--- src/rtl/freq_meter_if.sv ---
// Measurement-side bundle of freq_meter: stimulus inputs plus the reported result.
// The master drives sig_in/enable; the slave (the meter) returns the result signals.
interface freq_meter_if #(
    parameter int CNT_W = 8
);
    logic             sig_in;
    logic             enable;
    logic [CNT_W-1:0] count;
    logic             count_valid;
    logic             overflow;
    logic             busy;

    modport master (
        output sig_in,
        output enable,
        input  count,
        input  count_valid,
        input  overflow,
        input  busy
    );

    modport slave (
        input  sig_in,
        input  enable,
        output count,
        output count_valid,
        output overflow,
        output busy
    );
endinterface

--- src/rtl/freq_meter.sv ---
// Gated frequency meter: counts synchronised rising edges of sig_in over a window of
// 2**GATE_W clk cycles and reports a saturating count plus a sticky overflow flag.
module freq_meter #(
    parameter int GATE_W      = 8,
    parameter int CNT_W       = 8,
    parameter int SYNC_STAGES = 2
) (
    input  logic         clk,
    input  logic         reset,
    freq_meter_if.slave  bus
);

    typedef enum logic [1:0] {
        ST_IDLE    = 2'd0,
        ST_MEASURE = 2'd1,
        ST_REPORT  = 2'd2
    } state_t;

    localparam logic [GATE_W-1:0] GATE_LAST = {GATE_W{1'b1}};
    localparam logic [GATE_W-1:0] GATE_ONE  = {{(GATE_W-1){1'b0}}, 1'b1};
    localparam logic [CNT_W-1:0]  CNT_MAX   = {CNT_W{1'b1}};
    localparam logic [CNT_W-1:0]  CNT_ONE   = {{(CNT_W-1){1'b0}}, 1'b1};

    state_t                 r_state;
    state_t                 w_state_nxt;
    logic [SYNC_STAGES-1:0] r_sync;
    logic                   r_sync_prev;
    logic                   w_edge;
    logic [GATE_W-1:0]      r_gate;
    logic [CNT_W-1:0]       r_edge_cnt;
    logic                   r_win_ovf;
    logic [CNT_W-1:0]       w_cnt_nxt;
    logic                   w_ovf_nxt;
    logic                   w_report;
    logic [CNT_W-1:0]       r_count;
    logic                   r_count_valid;
    logic                   r_overflow;
    logic                   r_busy;

    // Synchroniser chain and edge-detect register run in every state.
    always_ff @(posedge clk or posedge reset) begin
        if (reset) begin
            r_sync      <= '0;
            r_sync_prev <= 1'b0;
        end else begin
            r_sync      <= {r_sync[SYNC_STAGES-2:0], bus.sig_in};
            r_sync_prev <= r_sync[SYNC_STAGES-1];
        end
    end

    assign w_edge = r_sync[SYNC_STAGES-1] & ~r_sync_prev;

    // State register.
    always_ff @(posedge clk or posedge reset) begin
        if (reset) begin
            r_state <= ST_IDLE;
        end else begin
            r_state <= w_state_nxt;
        end
    end

    // Next-state logic; dropping enable in any MEASURE cycle, including the last, aborts.
    always_comb begin
        w_state_nxt = r_state;
        case (r_state)
            ST_IDLE: begin
                if (bus.enable) begin
                    w_state_nxt = ST_MEASURE;
                end else begin
                    w_state_nxt = ST_IDLE;
                end
            end
            ST_MEASURE: begin
                if (!bus.enable) begin
                    w_state_nxt = ST_IDLE;
                end else if (r_gate == GATE_LAST) begin
                    w_state_nxt = ST_REPORT;
                end else begin
                    w_state_nxt = ST_MEASURE;
                end
            end
            ST_REPORT: begin
                if (bus.enable) begin
                    w_state_nxt = ST_MEASURE;
                end else begin
                    w_state_nxt = ST_IDLE;
                end
            end
            default: begin
                w_state_nxt = ST_IDLE;
            end
        endcase
    end

    assign w_report = (r_state == ST_MEASURE) && bus.enable && (r_gate == GATE_LAST);

    // Saturating edge count; an edge at saturation only raises the sticky overflow.
    always_comb begin
        w_cnt_nxt = r_edge_cnt;
        w_ovf_nxt = r_win_ovf;
        if (w_edge) begin
            if (r_edge_cnt == CNT_MAX) begin
                w_ovf_nxt = 1'b1;
            end else begin
                w_cnt_nxt = r_edge_cnt + CNT_ONE;
            end
        end else begin
            w_cnt_nxt = r_edge_cnt;
        end
    end

    // Window counters advance only in MEASURE and are held at zero otherwise.
    always_ff @(posedge clk or posedge reset) begin
        if (reset) begin
            r_gate     <= '0;
            r_edge_cnt <= '0;
            r_win_ovf  <= 1'b0;
        end else if (r_state == ST_MEASURE) begin
            r_gate     <= r_gate + GATE_ONE;
            r_edge_cnt <= w_cnt_nxt;
            r_win_ovf  <= w_ovf_nxt;
        end else begin
            r_gate     <= '0;
            r_edge_cnt <= '0;
            r_win_ovf  <= 1'b0;
        end
    end

    // Result registers: loaded on entry to REPORT (last edge included), held otherwise.
    always_ff @(posedge clk or posedge reset) begin
        if (reset) begin
            r_count       <= '0;
            r_overflow    <= 1'b0;
            r_count_valid <= 1'b0;
            r_busy        <= 1'b0;
        end else begin
            r_count_valid <= w_report;
            r_busy        <= (w_state_nxt == ST_MEASURE);
            if (w_report) begin
                r_count    <= w_cnt_nxt;
                r_overflow <= w_ovf_nxt;
            end else begin
                r_count    <= r_count;
                r_overflow <= r_overflow;
            end
        end
    end

    assign bus.count       = r_count;
    assign bus.count_valid = r_count_valid;
    assign bus.overflow    = r_overflow;
    assign bus.busy        = r_busy;

endmodule

--- src/flat_wrapper.sv ---
// flat-port wrapper written by rule: the top's interface ports become plain ports
module freq_meter_flat 
#(
    parameter int GATE_W      = 8,
    parameter int CNT_W       = 8,
    parameter int SYNC_STAGES = 2
)
  (clk, reset, bus_sig_in, bus_enable, bus_count, bus_count_valid, bus_overflow, bus_busy);
  freq_meter_if #(.CNT_W(CNT_W)) bus_i ();
  input  logic clk;
  input  logic reset;
  input wire logic [$bits(bus_i.sig_in)-1:0] bus_sig_in;
  input wire logic [$bits(bus_i.enable)-1:0] bus_enable;
  output wire logic [$bits(bus_i.count)-1:0] bus_count;
  output wire logic [$bits(bus_i.count_valid)-1:0] bus_count_valid;
  output wire logic [$bits(bus_i.overflow)-1:0] bus_overflow;
  output wire logic [$bits(bus_i.busy)-1:0] bus_busy;
  assign bus_i.sig_in = bus_sig_in;
  assign bus_i.enable = bus_enable;
  assign bus_count = bus_i.count;
  assign bus_count_valid = bus_i.count_valid;
  assign bus_overflow = bus_i.overflow;
  assign bus_busy = bus_i.busy;
  freq_meter #(.GATE_W(GATE_W), .CNT_W(CNT_W), .SYNC_STAGES(SYNC_STAGES)) u_core (.clk(clk), .reset(reset), .bus(bus_i));
endmodule
--- config.mk ---
export PLATFORM = sky130hd
export DESIGN_NAME = freq_meter_flat
export DESIGN_NICKNAME = d
export VERILOG_FILES = /design/src/rtl/freq_meter_if.sv /design/src/rtl/freq_meter.sv /design/src/flat_wrapper.sv
export SDC_FILE = /design/constraint.sdc
export NUM_CORES = 1
export LEC_CHECK = 0
export CAP_MARGIN = 20
export CORE_MARGIN = 5
export CORE_UTILIZATION = 55
export CTS_BUF_LIST = sky130_fd_sc_hd__clkbuf_4 sky130_fd_sc_hd__clkbuf_8
export CTS_CLUSTER_DIAMETER = 200
export DETAILED_ROUTE_END_ITERATION = 8
export PLACE_DENSITY_LB_ADDON = 0.3
export SYNTH_ARGS = -nofsm -noshare
export SYNTH_HDL_FRONTEND = slang
export SYNTH_SLANG_ARGS = --single-unit
--- constraint.sdc ---
create_clock -name clk -period 2 [get_ports clk]
set_clock_uncertainty 0.2 [all_clocks]
set_input_delay 0.6 -clock clk [delete_from_list [all_inputs] [get_ports clk]]
set_output_delay 0.6 -clock clk [all_outputs]
set_load 0.05 [all_outputs]
==> reports/metrics.yaml <==
grt:
  grt_overflow_total: 0
  grt_pass1_wl_um: 5790
  grt_pass1_vias: 1280
  grtUsageTotal: 0.185
  grt_max_degree: 34
  antenna_found_initial: 0
synth:
  syn_inst: 139
  synth_commonest_cells: "dfrtp_1, a31oi_1, o31ai_1"
  async_flop_share: 1.00
  yosys-top-cells-area: "dfrtp_1, o31ai_1, a31oi_1"
  synth_area_sq_um: 1520
  ys_types: 40
  syn_nets: 145
  synth_top_area_frac: 0.545
  yosysMostFrequentCell: "dfrtp_1"
  synth_ff_type: "dfrtp_1"
  synth-edff-count: 0
  syn_avg_cell_area_sq_um: 10.9
  seq_area_frac_synth: 0.545
  synth.ff_latch_count: 33
  ys_warn_count: 0
  synth_top_area_cell: "dfrtp_1"
floorplan:
  core_sq_um: 2690
  die_w_um: 62.5
  die_y_um: 62.5
  start_util: 0.564
  die_area_sq_um: 3900
  rows: 19
  io_pins: 15
pwr:
  leakagePower_nw: 0.801
  clockPowerShare: 0.340
  power_frac_seq: 0.599
  p_sw_uw: 267
  switching_share: 0.231
  internal_power_uw: 886
  power.density_nw_per_um2: 618
  ir_drop_mv: 0.538
  p_comb_frac: 0.061
finish:
  finalNetCount: 161
  design_area_sq_um: 1860
  drive_above_1_share: 0.168
  multi_input_area_sq_um: 641
  fillCellCount: 207
  syn_to_final_growth_pct: 23.0
  regArea_sq_um: 826
  num_antenna_cells: 0
timing:
  hold_viol: 0
  final_max_slew_viol_count: 0
  slew_headroom: 0.541
  max_freq_mhz: 523
  rsz0062_at_grt: "false"
  setup_tns_ns: 0
  setup_viol: 0
  post-route-period-util: 0.957
  tightest_slew_ns: 0.689
  layout_min_cycle_time_ns: 1.91
place:
  place_area_sq_um: 1800
  gp_congestion: 0.816
  hpwl_um: 2340
  port_buffers: 14
worst_setup_path:
  critPathSlowestCell: "nor4b_1"
  cp_data_arrival_time_ns: 1.92
  crit_fanout: 8
  worst_path_dominant_cell_family: "simple AND/OR/NAND/NOR gates"
  path_buf_inv: 0
  slowest_delay_ns: 0.48
  cp-end-kind: "register"
  critPathKind: "register to register"
  required_ns: 2.01
  worst_setup_path_start_kind: "register"
  path_cells: "ha_1 -> nand3b_1 -> nor4b_1 -> o31ai_1"
clocking:
  cts_htree_levels: 2
  cts_tree: "yes"
  cts.clk_slew.worst_paths_ns: 0.10
  hold_buffers: 0
  clock_latency_ns: 0.34
  clock_sinks: 33
  root_buffer: "clkbuf_4"
  clockBufferDepth: 2
  numCtsBuffers: 5
drt:
  first_pass_iters: 4
  via_per_inst: 6.67
  drc: 0
  ant_nets: 0
  drt-wirelength-per-cell_um: 17.7
  vias: 1241
  drt_iter0_drc: 90
  wl_um: 3290
min_path:
  hold_path_class: "register to register"
run_status:
  outcome: "complete, no violations"
job:
  drv_cap: 0
## sequential cells by signal, indices dropped and copies added, names as in the netlist
register and cells:
u_core.bus.count 8, u_core.r_edge_cnt 8, u_core.r_gate 8, u_core.r_state 2
u_core.r_sync 2, u_core.bus.busy 1, u_core.bus.count_valid 1, u_core.bus.overflow 1
u_core.r_sync_prev 1, u_core.r_win_ovf 1
## worst reg2reg max path, cell delays in order (launching register included)
cell and delay [ns]:
dfrtp_1 0.42, ha_1 0.34, nand3b_1 0.21, nor4b_1 0.48, o31ai_1 0.14
## cell usage in the layout (no fill, tap or decap), types with 5 or more instances in the layout
| master | Yosys | routed |
|---|---|---|
| a31oi_1 | 10 | 10 |
| a21oi_1 | 8 | 8 |
| nand2_1 | 5 | 5 |
| buf_12 | 0 | 12 |
| clkbuf_4 | 0 | 6 |
| nor2_1 | 6 | 6 |
| dfrtp_1 | 33 | 33 |
| o31ai_1 | 10 | 10 |
| nor3_1 | 5 | 5 |
| nand3_1 | 6 | 6 |
## per-layer routing
layer / global-route usage / up-vias / wire [um]
met4: 0.111 / 0 / 114
met2: 0.268 / 60 / 1570
met5: 0 / - / 0
met3: 0.0647 / 15 / 220
met1: 0.235 / 607 / 1390
li1: - / 559 / -
## cell type report
type                            instances  area share
Tap cell                               31      0.0208
Inverter                                4     0.00805
Sequential cell                        33       0.443
Timing Repair Buffer                   17       0.153
Multi-Input combinational cell         94       0.344
Clock buffer                            7      0.0315
## power by group through the flow
stage	logic [mW]	clock network, mW	registers [mW]
floorplan	0.0363	0	0.704
global placement	0.0666	0	0.702
detailed placement	0.0701	0	0.703
CTS	0.0704	0.398	0.690
global route	0.0786	0.440	0.692
finish	0.0698	0.392	0.690
## per-stage QoR
step                      utilization  cells  hold WS (ns)  power [mW]  setup WS (ns)
final                           0.694    186         0.161        1.15         0.0861
after global routing            0.694    186         0.188        1.21         0.0140
after CTS                       0.692    186         0.164        1.16          0.112
after detailed placement        0.670    179         0.143       0.773         -0.123
after global placement          0.670    179         0.139       0.768       -0.00407
after floorplan                     -    139         0.131       0.740          0.281
## cells by family (layout without fill, tap and decap cells)
logic type | Yosys count | after routing | synth area share
simple gates | 47 | 47 | 0.198
compound gates | 41 | 41 | 0.181
flops | 33 | 33 | 0.545
buf+inv | 12 | 28 | 0.0363
xor+xnor | 4 | 4 | 0.0231
fa+ha+maj | 2 | 2 | 0.0165
## path summary, 6_finish.rpt
path,startpoint,end,slack (ns),cells past startpoint
min,u_core.r_sync[0],u_core.r_sync[1],0.16,0
min reg2reg,u_core.r_sync[0],u_core.r_sync[1],0.16,0
min in group asynchronous,reset,u_core.r_state[0],0.39,3
max,u_core.r_edge_cnt[1],u_core.bus.count[4],0.09,4
max reg2reg,u_core.r_edge_cnt[1],u_core.bus.count[4],0.09,4
max in group asynchronous,reset,u_core.r_sync_prev,1.03,3
## what timing repair did
| action | in CTS | in global routing |
|---|---|---|
| buffers inserted | 0 | 0 |
| endpoints found under the setup margin | 0 | 2 |
| resized for setup | 0 | 1 |
Note: power is estimated with default switching activity, not from simulation.
